## config.mk

```make
export PLATFORM = sky130hd
export DESIGN_NAME = mem_bus_ctrl
export DESIGN_NICKNAME = d
export VERILOG_FILES = /design/src/rtl/mem_bus_ctrl.sv
export SDC_FILE = /design/constraint.sdc
export NUM_CORES = 1
export LEC_CHECK = 0
export BUFFER_PORTS_ARGS = -buffer_cell sky130_fd_sc_hd__buf_4
export CAP_MARGIN = 20
export CORE_ASPECT_RATIO = 1.75
export CORE_UTILIZATION = 45
export DETAILED_ROUTE_END_ITERATION = 6
export PLACE_DENSITY_LB_ADDON = 0.2
export SLEW_MARGIN = 20
export SYNTH_ARGS = -nofsm -noshare
export SYNTH_HDL_FRONTEND = slang
export SYNTH_SLANG_ARGS = --single-unit
export TNS_END_PERCENT = 100
```

## constraint.sdc

```tcl
create_clock -name clk -period 3.72 [get_ports clk]
set_input_delay 0.186 -clock clk [delete_from_list [all_inputs] [get_ports clk]]
set_output_delay 0.186 -clock clk [all_outputs]
set_load 0.02 [all_outputs]
```

## src/rtl/mem_bus_ctrl.sv

```systemverilog
// Memory bus controller: decodes B322 CPU word requests onto SDRAM, ROM and VRAM ports.
// Latency: ROM/VRAM read 2 busy cycles, VRAM write and error 1 cycle, SDRAM ack-driven with timeout.
// Backpressure: busy is high while an access is in flight; start is ignored until it drops.
module mem_bus_ctrl #(
    parameter logic [26:0] ROM_BASE      = 27'h4000000,
    parameter logic [26:0] VRAM_BASE     = 27'h4000400,
    parameter int          WIN_AW        = 10,
    parameter int          SDRAM_TIMEOUT = 1023,
    parameter logic [31:0] UNMAPPED_Q    = 32'h00000000
) (
    input  logic              clk,
    input  logic              reset,
    input  logic              start,
    input  logic              we,
    input  logic [26:0]       address,
    input  logic [31:0]       data,
    output logic [31:0]       q,
    output logic              busy,
    output logic [WIN_AW-1:0] rom_addr,
    input  logic [31:0]       rom_q,
    output logic [WIN_AW-1:0] vram_addr,
    output logic [31:0]       vram_d,
    output logic              vram_we,
    input  logic [31:0]       vram_q,
    output logic              sdram_req,
    output logic              sdram_we,
    output logic [25:0]       sdram_addr,
    output logic [31:0]       sdram_d,
    input  logic [31:0]       sdram_q,
    input  logic              sdram_ack,
    output logic              bus_err
);

    localparam int          CW       = (SDRAM_TIMEOUT > 1) ? $clog2(SDRAM_TIMEOUT + 1) : 1;
    localparam logic [27:0] ROM_END  = {1'b0, ROM_BASE} + (28'd1 << WIN_AW);
    localparam logic [27:0] VRAM_END = {1'b0, VRAM_BASE} + (28'd1 << WIN_AW);

    typedef enum logic [2:0] {
        S_IDLE, S_ROM_RD, S_VRAM_RD, S_CAPTURE, S_SDRAM_WAIT, S_ERR
    } state_t;

    state_t            state_q;
    logic [31:0]       q_q;
    logic              busy_q, bus_err_q, we_q, src_rom_q;
    logic [WIN_AW-1:0] rom_addr_q, vram_addr_q;
    logic [31:0]       vram_d_q, sdram_d_q;
    logic              vram_we_q, sdram_req_q, sdram_we_q;
    logic [25:0]       sdram_addr_q;
    logic [CW-1:0]     cnt_q;

    logic              is_sdram, is_rom, is_vram;
    logic [WIN_AW-1:0] rom_off, vram_off;

    // Address decode: SDRAM owns the lower half, ROM/VRAM are small windows in the upper half
    assign is_sdram = ~address[26];
    assign is_rom   = ({1'b0, address} >= {1'b0, ROM_BASE})  && ({1'b0, address} < ROM_END);
    assign is_vram  = ({1'b0, address} >= {1'b0, VRAM_BASE}) && ({1'b0, address} < VRAM_END);
    assign rom_off  = address[WIN_AW-1:0] - ROM_BASE[WIN_AW-1:0];
    assign vram_off = address[WIN_AW-1:0] - VRAM_BASE[WIN_AW-1:0];

    // Request FSM; every output is a register so strobes are glitch-free
    always_ff @(posedge clk or negedge reset) begin
        if (!reset) begin
            state_q      <= S_IDLE;
            q_q          <= '0;
            busy_q       <= 1'b0;
            bus_err_q    <= 1'b0;
            we_q         <= 1'b0;
            src_rom_q    <= 1'b0;
            rom_addr_q   <= '0;
            vram_addr_q  <= '0;
            vram_d_q     <= '0;
            vram_we_q    <= 1'b0;
            sdram_req_q  <= 1'b0;
            sdram_we_q   <= 1'b0;
            sdram_addr_q <= '0;
            sdram_d_q    <= '0;
            cnt_q        <= '0;
        end else begin
            case (state_q)
                S_IDLE: begin
                    if (start) begin
                        busy_q    <= 1'b1;
                        bus_err_q <= 1'b0;
                        we_q      <= we;
                        if (is_sdram) begin
                            sdram_req_q  <= 1'b1;
                            sdram_we_q   <= we;
                            sdram_addr_q <= address[25:0];
                            sdram_d_q    <= data;
                            cnt_q        <= '0;
                            state_q      <= S_SDRAM_WAIT;
                        end else if (is_rom && !we) begin
                            rom_addr_q <= rom_off;
                            src_rom_q  <= 1'b1;
                            state_q    <= S_ROM_RD;
                        end else if (is_vram) begin
                            vram_addr_q <= vram_off;
                            src_rom_q   <= 1'b0;
                            if (we) begin
                                // Write strobe lives for the single CAPTURE cycle
                                vram_we_q <= 1'b1;
                                vram_d_q  <= data;
                                state_q   <= S_CAPTURE;
                            end else begin
                                state_q <= S_VRAM_RD;
                            end
                        end else begin
                            // ROM write or hole in the map
                            state_q <= S_ERR;
                        end
                    end
                end
                S_ROM_RD, S_VRAM_RD: begin
                    state_q <= S_CAPTURE;
                end
                S_CAPTURE: begin
                    // Retires both synchronous reads and the one-cycle VRAM write
                    vram_we_q <= 1'b0;
                    busy_q    <= 1'b0;
                    if (!we_q) begin
                        q_q <= src_rom_q ? rom_q : vram_q;
                    end
                    state_q <= S_IDLE;
                end
                S_SDRAM_WAIT: begin
                    if (sdram_ack) begin
                        sdram_req_q <= 1'b0;
                        busy_q      <= 1'b0;
                        if (!we_q) begin
                            q_q <= sdram_q;
                        end
                        state_q <= S_IDLE;
                    end else if (cnt_q == CW'(SDRAM_TIMEOUT - 1)) begin
                        sdram_req_q <= 1'b0;
                        busy_q      <= 1'b0;
                        bus_err_q   <= 1'b1;
                        if (!we_q) begin
                            q_q <= UNMAPPED_Q;
                        end
                        state_q <= S_IDLE;
                    end else begin
                        cnt_q <= cnt_q + CW'(1);
                    end
                end
                S_ERR: begin
                    busy_q    <= 1'b0;
                    bus_err_q <= 1'b1;
                    if (!we_q) begin
                        q_q <= UNMAPPED_Q;
                    end
                    state_q <= S_IDLE;
                end
                default: begin
                    state_q <= S_IDLE;
                end
            endcase
        end
    end

    assign q          = q_q;
    assign busy       = busy_q;
    assign bus_err    = bus_err_q;
    assign rom_addr   = rom_addr_q;
    assign vram_addr  = vram_addr_q;
    assign vram_d     = vram_d_q;
    assign vram_we    = vram_we_q;
    assign sdram_req  = sdram_req_q;
    assign sdram_we   = sdram_we_q;
    assign sdram_addr = sdram_addr_q;
    assign sdram_d    = sdram_d_q;

endmodule
```

==> reports/summary.md <==
### Outcome
• **run status** finished, final reports clean

### Route
• **drt total wl** 20.1 mm
• **number of vias after detailed routing** 5,790
• **drt via density** 5.36
• **Routed met3 length** 1.51 mm
• **number of nets with antenna violations after detailed routing** 0
• **drt initial violations** 243
• **Routed met2 length** 11.1 mm
• **number of remaining DRC errors** 0
• **uppermost layer routed** met4
• **Post-Route M1 WL** 6.99 mm
• **Detailed Routing Iterations Pass 1** 5
• **average routed wire per standard cell** 18.6 um

### Floorplanning
• **starting density of the core** 46.2%
• **vertical die dimension** 168 um
• **io pins** 307
• **die width** 97.0 um
• **Die Outline Area** 16,300 um2
• **Site Rows** 60
• **Core Area** 15,400 um2

### Timing
• **Post-Route Hold Slack** 0.0116 ns
• **worst slew margin relative to its limit** 37.5%
• **post-route minimum period** 2.48 ns
• **max-slew violation count** 0
• **share of the cycle needed by the critical path after routing** 66.8%
• **highest achievable clock rate** 403 MHz
• **transition at the pin with the smallest max-transition slack** 0.938 ns
• **setup_tns** 0 ns
• **clock skew after layout** 0.0127 ns
• **Final setup viols** 0
• **Final Hold Violating Endpoints** 0
• **RSZ-0062 raised after global routing** false

### Global routing
• **vias in the first global route** 5,990
• **first-pass GRT wire length** 31.5 mm
• **pin count of the biggest net entering global routing** 106
• **remaining global-route overflow** 0
• **initial antenna violation count** 0
• **total global routing track utilization** 24.7%

### CTS
• **H-tree level count** 4
• **number of instances resized during post-cts repair** 0
• **cts bufs inserted** 17
• **clock slew at the register clock pins of the worst setup and hold paths** 0.07 ns
• **count of hold-fix buffers inserted at cts** 25
• **Clock Latency Late Sink** 0.42 ns
• **number of buffers inserted to repair setup after CTS** 0
• **root buffer cell** clkbuf_16
• **TritonCTS clock tree** done
• **buffer depth of the longest clock path** 2
• **Clock Sinks** 162

### Power and ir drop
• **sequential cell fraction of total power** 37.3%
• **leakage power summed over all cells** 5.38 nW
• **internal power contribution** 4.49 mW
• **Switching Share** 36.8%
• **Clk network pwr share** 24.0%
• **Net Sw Power** 2.62 mW
• **largest vdd supply drop** 472 uV
• **combinational share of power** 38.7%
• **areal power density over the cells** 679 nW/um2

### Critical path
• **cell with the largest stage delay on the worst path** dlygate4sd3_1
• **number of buffer and inverter stages on the critical path** 3
• **Worst Setup End Kind** register
• **Top delay family on crit path** buffers and inverters
• **slowest cell delay on critical path** 0.54 ns
• **crit-path most repeated cell** buf_4
• **worst path arrival time** 2.78 ns
• **Setup crit start kind** primary input
• **data required time at the worst endpoint** 4.02 ns
• **maximum fanout along the worst path** 27
• **path type of the worst setup path** primary input to register
• **list of cells traversed by the critical path** dlygate4sd3_1 -> buf_4 -> nor4_1 -> nand3_1 -> nor3_4 -> buf_4 -> mux2_2

### Placed design
• **HPWL after detailed placement** 14.9 mm
• **weighted congestion reported at the end of routability-driven placement** 0.846
• **dpl cell area** 9560 um2
• **number of port buffers** 306

### Layout
• **layout cells sized above 1** 52.5%
• **post-synthesis to final-layout area growth** 47.3%
• **post-layout utilization of the core** 68.0%
• **fill cell total of the finished layout** 1,123
• **final-stage net count** 1,043
• **antenna cell count** 0
• **final instance area** 10,500 um2

### Synthesis
• **warnings from Yosys** 0
• **post-synth design cell area** 7100 um2
• **number of synthesized register bits** 162
• **most used flip-flop cell after synthesis** dfrtp_1
• **Syn Nets** 716
• **Async SR Flop Fraction** 100%
• **average cell area after synthesis** 12.8 um2
• **proportion of synthesized chip area in sequential cells** 57.1%
• **number of distinct standard cells referenced by the synthesized netlist** 47
• **synthesized netlist cell count** 554
• **number of enable flip-flop cells after synthesis** 0

### Hold path
• **hold crit path type** primary input to register

### Flow run
• **Max Cap Viol** 0

synthesized netlist by cell type, types with 5 or more instances:
library cell    n  share of area (%)
clkbuf_1       18               0.95
nand3_1         5               0.35
inv_1           9               0.48
nor2_1         38                2.0
nand2_1        18               0.95
o21ai_0        11               0.77
buf_2          10               0.70
mux2i_1        37                5.2
dfrtp_1       162                 57
nand2b_1        8               0.70
o2bb2ai_1      33                4.1
a21oi_1        38                2.7
nor4_1          6               0.53
mux2_2        109                 17
per-layer routing:
layer / GRT usage [%] / vias to the layer above
li1: - / 2669
met1: 25.8 / 2829
met2: 45.7 / 259
met3: 7.72 / 33
met4: 9.60 / 0
met5: 0 / -
final timing paths:
path | start | endpoint | slack, ns | cells past startpoint
setup / recovery | address[15] | vram_d[13] | 1.24 | 7
hold / removal | data[3] | sdram_d[3] | 0.01 | 2
setup reg to reg | state_q[1] | vram_d[13] | 1.40 | 5
hold reg to reg | sdram_we | sdram_we | 0.49 | 2
max in group asynchronous | reset | vram_d[28] | 2.51 | 4
min in group asynchronous | reset | q[4] | 0.19 | 2
registers in the layout, summed over array words and instances (netlist names), 3 cells and up:
signal / count
q: 32
cnt_q: 10
vram_d: 32
sdram_d: 32
vram_addr: 10
sdram_addr: 26
rom_addr: 10
state_q: 3
cell families (layout without fill, tap and decap cells):
family / after synthesis / count (layout) / synth area share (%)
AO/OA/AOI/OAI: 100 / 100 / 9.88
adder cells (fa/ha/maj): 2 / 2 / 0.352
buffers and inverters: 44 / 384 / 2.76
AND/OR/NAND/NOR: 99 / 99 / 7.29
multiplexers: 147 / 147 / 22.6
flip-flops: 162 / 162 / 57.1
layout make-up:
cell class	count	area (um2)	share of cell area, %
Tap cell	186	233	2.22
Sequential cell	162	4060	38.8
Clock buffer	17	425	4.07
Multi-Input combinational cell	348	2870	27.4
Inverter	9	33.8	0.323
Timing Repair Buffer	343	2680	25.6
Clock inverter	15	163	1.55
worst register-to-register path, cell delays in order, from the launching register on:
cell and delay (ns):
dfrtp_1 0.52, nor3_1 0.30, nand4_1 0.20, nor3_4 0.36, buf_4 0.42, mux2_2 0.40
power by group through the flow:
stage	clock network, mW	logic, mW	registers (mW)
6_report	1.71	2.75	2.65
5_1_grt	1.82	2.92	2.71
3_3_place_gp	0	2.68	2.64
3_5_place_dp	0	2.74	2.67
2_1_floorplan	0	0.930	3.20
4_1_cts	1.75	2.76	2.64
metrics by stage:
step / power (mW) / std cells / setup WS, ns
2_1_floorplan: 4.13 / 554 / 1.86
3_3_place_gp: 5.32 / 1019 / 1.33
3_5_place_dp: 5.40 / 1019 / 1.28
4_1_cts: 7.15 / 1076 / 1.22
5_1_grt: 7.46 / 1080 / 1.12
6_report: 7.10 / 1080 / 1.24
cells in the final DEF, fill, tap and decap left out, types with 2 or more instances in the layout:
cell / netlist / routed
a21oi_1: 38 / 38
a22o_1: 2 / 2
buf_4: 3 / 312
clkbuf_16: 0 / 17
clkinv_8: 0 / 3
clkinvlp_4: 0 / 2
dfrtp_1: 162 / 161
dlygate4sd3_1: 0 / 28
ha_1: 2 / 2
inv_1: 9 / 9
inv_6: 0 / 3
inv_8: 0 / 6
mux2_2: 109 / 109
mux2i_1: 37 / 37
nand2_1: 18 / 18
nand2b_1: 8 / 7
nand3_1: 5 / 5
nand4_1: 4 / 4
nand4b_1: 2 / 2
nor2_1: 38 / 38
nor3_1: 2 / 2
nor4_1: 6 / 6
nor4b_1: 3 / 3
o21ai_0: 11 / 11
o2bb2ai_1: 33 / 33
o31a_1: 2 / 2
o31ai_1: 3 / 3
o41ai_1: 2 / 2
(Power assumes the default switching activity.)
